## config.mk

```make
export PLATFORM = sky130hd
export DESIGN_NAME = uart_port_arbiter
export DESIGN_NICKNAME = d
export VERILOG_FILES = /design/src/rtl/uart_pkg.sv /design/src/rtl/uart_rr_arb.sv /design/src/rtl/uart_port_arbiter.sv
export SDC_FILE = /design/constraint.sdc
export NUM_CORES = 1
export LEC_CHECK = 0
export BUFFER_PORTS_ARGS = -buffer_cell sky130_fd_sc_hd__buf_2
export CAP_MARGIN = 25
export CORE_AREA = 2 2 94 96
export DETAILED_ROUTE_END_ITERATION = 8
export DIE_AREA = 0 0 96 98
export GPL_TIMING_DRIVEN = 1
export PLACE_DENSITY = 0.8
export SLEW_MARGIN = 10
export SYNTH_ARGS = -nofsm -noshare
export SYNTH_HDL_FRONTEND = slang
export SYNTH_SLANG_ARGS = --single-unit
```

## constraint.sdc

```tcl
create_clock -name clk_i -period 8 [get_ports clk_i]
set_input_delay 2.4 -clock clk_i [delete_from_list [all_inputs] [get_ports clk_i]]
set_output_delay 2.4 -clock clk_i [all_outputs]
set_load 0.05 [all_outputs]
```

## src/rtl/uart_pkg.sv

```systemverilog
// Shared UART register map and arbiter state encoding.
// Latency: n/a (constants and types only).
// Backpressure: n/a.
package uart_pkg;

    // UART register byte addresses
    localparam logic [7:0] UART_CTRL           = 8'd0;
    localparam logic [7:0] UART_TX             = 8'd4;
    localparam logic [7:0] UART_RX             = 8'd8;
    localparam logic [7:0] UART_RX_EN          = 8'd12;
    localparam logic [7:0] UART_TX_EN          = 8'd16;
    localparam logic [7:0] UART_RX_STATUS      = 8'd20;
    localparam logic [7:0] UART_TX_STATUS      = 8'd24;
    localparam logic [7:0] UART_INTR_EN        = 8'd28;
    localparam logic [7:0] UART_INTR_STATUS    = 8'd32;
    localparam logic [7:0] UART_BAUD_DIV       = 8'd36;
    localparam logic [7:0] UART_PARITY         = 8'd40;
    localparam logic [7:0] UART_STOP_BITS      = 8'd44;
    localparam logic [7:0] UART_TX_BUFFER_SIZE = 8'd48;
    localparam logic [7:0] UART_RX_BUFFER_SIZE = 8'd52;

    // Arbiter FSM: round-robin among all, or a single locked owner
    typedef enum logic {
        ARB_IDLE   = 1'b0,
        ARB_LOCKED = 1'b1
    } arb_state_e;

endpackage

```

## src/rtl/uart_rr_arb.sv

```systemverilog
// Round-robin one-hot grant: first requester at or after ptr_i wins.
// Latency: purely combinational.
// Backpressure: requesters not granted simply see gnt_o low and keep requesting.
module uart_rr_arb #(
    parameter int NREQ = 2,
    localparam int IW  = $clog2(NREQ)
) (
    input  logic [NREQ-1:0] req_i,
    input  logic [IW-1:0]   ptr_i,
    output logic [NREQ-1:0] gnt_o
);

    int   idx;
    logic found;

    // Scan requesters starting at the pointer, wrapping once around
    always_comb begin
        gnt_o = '0;
        found = 1'b0;
        idx   = 0;
        for (int i = 0; i < NREQ; i++) begin
            idx = int'(ptr_i) + i;
            if (idx >= NREQ) begin
                idx = idx - NREQ;
            end
            if (!found && req_i[idx]) begin
                gnt_o[idx] = 1'b1;
                found      = 1'b1;
            end
        end
    end

endmodule

```

## src/rtl/uart_port_arbiter.sv

```systemverilog
// Shares one UART register port among NREQ requesters, round-robin or locked burst.
// Latency: grant combinational; downstream strobe +1 cycle; read data/rvalid +2 cycles.
// Backpressure: ungranted requesters stall, holding req/addr/data until gnt_o.
module uart_port_arbiter
    import uart_pkg::*;
#(
    parameter int NREQ         = 2,
    parameter int LOCK_TIMEOUT = 256
) (
    input  logic                 clk_i,
    input  logic                 rst_ni,
    input  logic [NREQ-1:0]      req_i,
    input  logic [NREQ-1:0]      lock_i,
    input  logic [NREQ-1:0]      we_i,
    input  logic [NREQ-1:0]      ren_i,
    input  logic [NREQ-1:0][7:0] addr_i,
    input  logic [NREQ-1:0][31:0] wdata_i,
    output logic [NREQ-1:0]      gnt_o,
    output logic [NREQ-1:0]      rvalid_o,
    output logic [31:0]          rdata_o,
    output logic [NREQ-1:0]      err_o,
    output logic                 timeout_o,
    output logic                 uart_we_o,
    output logic                 uart_ren_o,
    output logic [7:0]           uart_addr_o,
    output logic [31:0]          uart_wdata_o,
    input  logic [31:0]          uart_rdata_i,
    input  logic                 intr_tx_i,
    input  logic                 intr_rx_i,
    output logic [NREQ-1:0]      intr_tx_o,
    output logic [NREQ-1:0]      intr_rx_o
);

    localparam int IW = $clog2(NREQ);
    localparam int CW = $clog2(LOCK_TIMEOUT);
    localparam logic [CW-1:0] CNT_MAX = CW'(LOCK_TIMEOUT - 1);

    arb_state_e      state;
    logic [IW-1:0]   rr_ptr;
    logic [IW-1:0]   owner;
    logic [CW-1:0]   lock_cnt;
    logic [IW-1:0]   tx_owner;
    logic [IW-1:0]   rx_owner;
    logic [IW-1:0]   rd_who;
    logic [NREQ-1:0] rr_gnt;
    logic            acc;
    logic [IW-1:0]   acc_idx;
    logic            acc_we;
    logic            acc_ren;
    logic            acc_legal;
    logic [7:0]      acc_addr;
    logic [IW-1:0]   next_ptr;

    uart_rr_arb #(.NREQ(NREQ)) u_rr_arb (
        .req_i (req_i),
        .ptr_i (rr_ptr),
        .gnt_o (rr_gnt)
    );

    // Grant: round-robin when idle, owner only while locked
    always_comb begin
        gnt_o = rr_gnt;
        if (state == ARB_LOCKED) begin
            gnt_o        = '0;
            gnt_o[owner] = req_i[owner];
        end
    end

    // Identify the accepted requester (gnt_o is one-hot or zero)
    always_comb begin
        acc     = 1'b0;
        acc_idx = '0;
        for (int i = 0; i < NREQ; i++) begin
            if (req_i[i] && gnt_o[i]) begin
                acc     = 1'b1;
                acc_idx = IW'(i);
            end
        end
    end

    assign acc_we    = we_i[acc_idx];
    assign acc_ren   = ren_i[acc_idx];
    assign acc_legal = acc && (acc_we ^ acc_ren);
    assign acc_addr  = addr_i[acc_idx];
    assign next_ptr  = (acc_idx == IW'(NREQ - 1)) ? '0 : acc_idx + 1'b1;

    // Arbitration FSM: pointer advance, lock entry, release and timeout
    always_ff @(posedge clk_i or negedge rst_ni) begin
        if (!rst_ni) begin
            state     <= ARB_IDLE;
            rr_ptr    <= '0;
            owner     <= '0;
            lock_cnt  <= '0;
            timeout_o <= 1'b0;
        end else begin
            timeout_o <= 1'b0;
            if (acc) begin
                rr_ptr <= next_ptr;
            end
            case (state)
                ARB_IDLE: begin
                    if (acc && lock_i[acc_idx]) begin
                        state    <= ARB_LOCKED;
                        owner    <= acc_idx;
                        lock_cnt <= '0;
                    end
                end
                ARB_LOCKED: begin
                    // A voluntary release wins over a simultaneous timeout
                    if (!lock_i[owner]) begin
                        state    <= ARB_IDLE;
                        lock_cnt <= '0;
                    end else if (lock_cnt == CNT_MAX) begin
                        state     <= ARB_IDLE;
                        lock_cnt  <= '0;
                        timeout_o <= 1'b1;
                    end else begin
                        lock_cnt <= lock_cnt + 1'b1;
                    end
                end
                default: state <= ARB_IDLE;
            endcase
        end
    end

    // Downstream strobes, read return, error pulses and interrupt ownership
    always_ff @(posedge clk_i or negedge rst_ni) begin
        if (!rst_ni) begin
            uart_we_o    <= 1'b0;
            uart_ren_o   <= 1'b0;
            uart_addr_o  <= '0;
            uart_wdata_o <= '0;
            err_o        <= '0;
            rvalid_o     <= '0;
            rdata_o      <= '0;
            rd_who       <= '0;
            tx_owner     <= '0;
            rx_owner     <= '0;
        end else begin
            uart_we_o    <= acc_legal && acc_we;
            uart_ren_o   <= acc_legal && acc_ren;
            uart_addr_o  <= acc_legal ? acc_addr : '0;
            uart_wdata_o <= acc_legal ? wdata_i[acc_idx] : '0;
            rd_who       <= acc_idx;

            err_o <= '0;
            if (acc && !acc_legal) begin
                err_o[acc_idx] <= 1'b1;
            end

            // Read data is captured in the strobe cycle, one pop per read
            rvalid_o <= '0;
            rdata_o  <= '0;
            if (uart_ren_o) begin
                rvalid_o[rd_who] <= 1'b1;
                rdata_o          <= uart_rdata_i;
            end

            if (acc_legal && acc_we && (acc_addr == UART_TX || acc_addr == UART_TX_EN)) begin
                tx_owner <= acc_idx;
            end
            if (acc_legal && acc_we && acc_addr == UART_RX_EN) begin
                rx_owner <= acc_idx;
            end
        end
    end

    // Interrupts go only to the requester that last configured each direction
    always_comb begin
        intr_tx_o           = '0;
        intr_rx_o           = '0;
        intr_tx_o[tx_owner] = intr_tx_i;
        intr_rx_o[rx_owner] = intr_rx_i;
    end

endmodule

```

# Word level (Yosys, flattened, before mapping)
# Index checks and enable logic that the tools add are counted.
# classes
n_eq_ne	5
bitwise	6
addsub	5
n_mux	60
magnitude_cmp	16
reduce_logical	21
# op_table
op	count
2-to-1 mux 32 bit	6
>= comparator 32 x 1 -> 1 bit, second input constant	2
< comparator 32 x 3 -> 1 bit, second input constant	2
2-to-1 mux 8 bit	6
2-to-1 mux 1 bit	34
>= comparator 32 x 3 -> 1 bit, second input constant	1
subtractor 32 x 3 -> 32 bit, second input constant	1
logical AND 1 bit	17
case mux 8 bit (2 select lines)	1
< comparator 1 x 2 -> 1 bit, second input constant	5
2-to-1 mux 2 bit	5
adder 8 x 1 -> 8 bit, second input constant	1
== test 8 x 3 -> 1 bit, second input constant	1
== test 8 x 4 -> 1 bit, second input constant	1
== test 8 x 5 -> 1 bit, second input constant	1
== test 8 bit, second input constant	1
demux 1 bit (select 1 bit)	7
AND 2 bit	3
>= comparator 1 bit, second input constant	5
subtractor 1 x 2 -> 3 bit, second input constant	1
adder 1 x 1 -> 2 bit, second input constant	1
>= comparator 1 x 2 -> 1 bit, second input constant	1
zero test 1 bit	2
!= test 2 bit, second input constant	1
other kinds (7)	7
# word_totals
reg_bits	93
input_bits	124

# Logic depth before layout (Yosys ltp)
# logic_depth
depth_word	19
depth_mapped	9

# By module
# A second synthesis with hierarchy kept.
# unflattened
cells_unflattened	371
area_unflattened_um2	3802.4
# by_module_without_submodules
mod	instances	cells_each	area_per_inst_um2
uart_port_arbiter	1	368	3783.6
uart_rr_arb	1	3	18.8

# Worst setup path after synthesis
# No wires, ideal clock.
# synth_timing
kind	in2out
startpoint	input req_i[0]
endpoint	output gnt_o[1]
required_ns	5.600
setup_slack_ns	1.883
path_stages	6
t_arrival_ns	3.717
n_path_buf	3
cell_sequence	nor3b_1 > or3b_1 > buf_2 > buf_2 > buf_1 > inv_1
# synth_via
elab_chain_cells	8
# synth_rtl
element	line_no	source
start, declared	uart_port_arbiter.sv:12	input logic [NREQ-1:0] req_i,
2-to-1 mux 1 bit (implied by the code) (3 in a row)	uart_rr_arb.sv:26	if (!found && req_i[idx]) begin
2-to-1 mux 1 bit	uart_rr_arb.sv:26	
zero test 1 bit	uart_rr_arb.sv:26	
logical AND 1 bit	uart_rr_arb.sv:26	
2-to-1 mux 2 bit	uart_rr_arb.sv:26	
2-to-1 mux 2 bit (*)	uart_port_arbiter.sv:63	if (state == ARB_LOCKED) begin
end, declared	uart_port_arbiter.sv:18	output logic [NREQ-1:0] gnt_o,
# Every way passes the cells marked *; elsewhere a longest branch is shown, timed or not. The select of a mux whose other input is x is not followed.

# Worst setup path after layout
# Ends and elaborated chain as after synthesis.

==> results.py <==
metrics = {
    "run_status": {
        "status": "finished clean",
    },
    "synthesis": {
        "syn_avg_cell_area_um2": 10.2,
        "synth_top_area_share": 0.628,
        "synth_seq_area_share": 0.628,
        "netlist_top_cells_area": "dfrtp_1, nand2_1, and2_1",
        "ys.warnings.count": 0,
        "synthDistinctLibCells": 41,
        "async_reset_ff_frac": 1.00,
        "yosysTopAreaCell": "dfrtp_1",
        "dominantRegCellSynth": "dfrtp_1",
        "synth_edf_count": 0,
        "postSynthRegisterBits": 93,
        "synth.net_count": 487,
        "post_synth_instance_area_mm2": 0.00371,
        "gate_count_after_technology_mapping": 362,
        "ys_top_cells_by_count": "dfrtp_1, nand2_1, a21oi_1",
    },
    "timing": {
        "hold_ws_ns": 0.434,
        "drv_slew": 0,
        "slew_at_the_pin_closest_to_its_max_slew_limit_ns": 0.845,
        "fmax_mhz": 170,
        "fin_worst_skew_ns": 0.0133,
        "rsz0062_at_grt": "false",
        "worst_slew_margin_rel": 0.437,
        "finalSetupTns_ns": 0,
        "period_share": 0.735,
        "timing.final.setup_violations": 0,
        "final_critical_path_setup_slack_ns": 2.12,
        "report.final.hold_viol_count": 0,
        "final.min_clock_period_ns": 5.88,
    },
    "cts": {
        "number_of_instances_resized_during_post_cts_repair": 0,
        "clock_tree.htree_level_count": 3,
        "clock_sinks": 93,
        "cts_tree": "built",
        "cts.reportedPaths.clkPinSlew_ns": 0.08,
        "post_cts_repair_setup_buffers": 0,
        "cts-root-buf": "clkbuf_8",
        "cts-hold-fix-buffers": 0,
        "clock_latency_ns": 0.35,
        "max-clock-path-buffers": 2,
        "clock_buffer_count_from_cts": 9,
    },
    "hold_path": {
        "hold_class": "flop to flop",
    },
    "finish": {
        "layout.cell_area.non_filler_mm2": 0.00507,
        "syn_to_final_growth_pct": 36.8,
        "antennaDiodeCount": 0,
        "finalNetCount": 693,
        "postLayoutCoreUtil": 0.599,
        "final_layout_size_suffix_gt1_frac": 0.408,
    },
    "die": {
        "start_util": 0.438,
        "horizontal_die_dimension_um": 96,
        "floorplan.io_pins": 209,
        "die_h_um": 98,
        "design.die.area_mm2": 0.00941,
        "placement_row_count": 34,
        "placeableCoreArea_mm2": 0.00847,
    },
    "setup_path": {
        "max_stage_delay_ns": 0.51,
        "critical_path_class": "input pin to output pin",
        "cp_data_arrival_time_ns": 3.48,
        "worst_setup_path_end_kind": "output pin",
        "timing.critical_path.cells": "buf_2 -> nor3b_1 -> or3b_2 -> inv_1 -> buf_2",
        "cell_type_of_the_slowest_stage_on_the_worst_timing_path": "or3b_2",
        "worstPathMaxFanout": 2,
        "crit_path_start_kind": "input pin",
        "most_used_cell_along_the_critical_path": "buf_2",
        "critPathRequiredTime_ns": 5.60,
    },
    "pwr": {
        "p_per_area_mw_per_mm2": 296,
        "p_leak_nw": 2.86,
        "ir_worst_vdd_v": 0.000169,
    },
    "placement": {
        "number_of_buffers_added_on_ports": 208,
        "dp_worst_setup_slack_ns": 2.10,
        "dp.final_hpwl_um": 7610,
        "gp_congestion": 0.786,
        "dpl_cell_area_mm2": 0.00487,
    },
    "grt": {
        "grt_antenna_before_repair": 0,
        "grt_pass1_wl_um": 15700,
        "grt_util_all_layers": 0.216,
        "via_count_of_the_first_global_routing_pass": 3359,
        "grt_remaining_overflow": 0,
        "maximum_number_of_pins_on_one_net_before_global_route_repair": 50,
    },
    "route": {
        "wire_per_inst_um": 15.1,
        "post_route_drc": 0,
        "detailedRoute.firstIterationViolations": 93,
        "wirelength_um": 10300,
        "number_of_iterations_in_the_first_detailed_routing_pass": 4,
        "ant_nets": 0,
        "via_density_per_instance": 5.03,
        "routed-via-count": 3424,
    },
    "job": {
        "drv.max_cap_violation_count": 0,
    },
}
==> where the power goes <==
part	leakage, nW	switching [W]	total, W	internal, W
clock network	0.0995	0.000163	0.000317	0.000154
logic	1.51	0.000452	0.000596	0.000144
registers	1.25	0.0000422	0.000590	0.000548
total	2.86	0.000657	0.00150	0.000846
==> sequential cells by signal (all words and copies together) (netlist names), 2 cells and up <==
signal,count
rdata_o,32
uart_wdata_o,32
lock_cnt,8
rvalid_o,2
uart_addr_o,8
err_o,2
==> cells by family (layout without fill, tap and decap cells) <==
logic type / Yosys count / after routing / synth area share
AOI/OAI and AO/OA: 75 / 75 / 0.118
xor gates and xnor gates: 2 / 2 / 0.00472
adders and majority gates: 1 / 1 / 0.00337
buffers and inverters: 24 / 235 / 0.0277
DFF: 93 / 93 / 0.628
muxes: 3 / 3 / 0.00843
and+or+nand+nor: 164 / 164 / 0.211
==> cell usage in the layout (no fill, tap or decap), types with 3 or more instances in the layout <==
cell type	netlist	final
buf_2	7	208
nand2_1	93	93
dfrtp_1	93	93
a21oi_1	43	43
and2_1	35	35
nor2_1	12	12
o21ai_0	12	12
clkbuf_8	0	10
nor2b_1	5	5
inv_1	5	5
nand3_1	5	5
nand2b_1	5	5
buf_4	1	5
o31ai_1	3	3
==> layer usage <==
| metal | vias up | track usage | wire, µm |
|---|---|---|---|
| li1 | 1609 | - | - |
| met1 | 1635 | 0.250 | 3980 |
| met2 | 150 | 0.379 | 5380 |
| met3 | 30 | 0.0378 | 576 |
| met4 | 0 | 0.102 | 327 |
| met5 | - | 0 | 0 |
==> worst max-delay path: cells and delay by family <==
kind / cells / cell delay (ns)
buffers and inverters: 3 / 0.44
and+or+nand+nor: 2 / 0.64
==> final cells by class <==
| cell class | instances | area [µm²] |
|---|---|---|
| clock buffer | 11 | 141 |
| sequential | 93 | 2330 |
| inverter | 5 | 18.8 |
| tap | 108 | 135 |
| timing repair buffer | 214 | 1110 |
| clock inverter | 5 | 60.1 |
| multi-input combinational | 245 | 1280 |
| fill | 742 | 3390 |
==> metrics by stage <==
step                power, W  std cells
floorplan            0.00103        362
global placement     0.00118        663
detailed placement   0.00120        664
CTS                  0.00152        680
global route         0.00158        681
finish               0.00150        681
==> path summary, 6_finish.rpt <==
check / start / to / slack, ns / cells after the start
worst max-delay path: req_i[0] / gnt_o[1] / 2.12 / 5
worst min-delay path: rd_who$_DFF_PN0_ / rvalid_o[0]$_DFF_PN0_ / 0.43 / 1
worst max register to register: state$_DFF_PN0_ / uart_wdata_o[4]$_DFF_PN0_ / 5.02 / 8
worst min register to register: rd_who$_DFF_PN0_ / rvalid_o[0]$_DFF_PN0_ / 0.43 / 1
max in group asynchronous: rst_ni / rvalid_o[1]$_DFF_PN0_ / 5.22 / 3
min in group asynchronous: rst_ni / uart_wdata_o[31]$_DFF_PN0_ / 1.81 / 1
No activity file was read; power rests on OpenSTA's default activity.
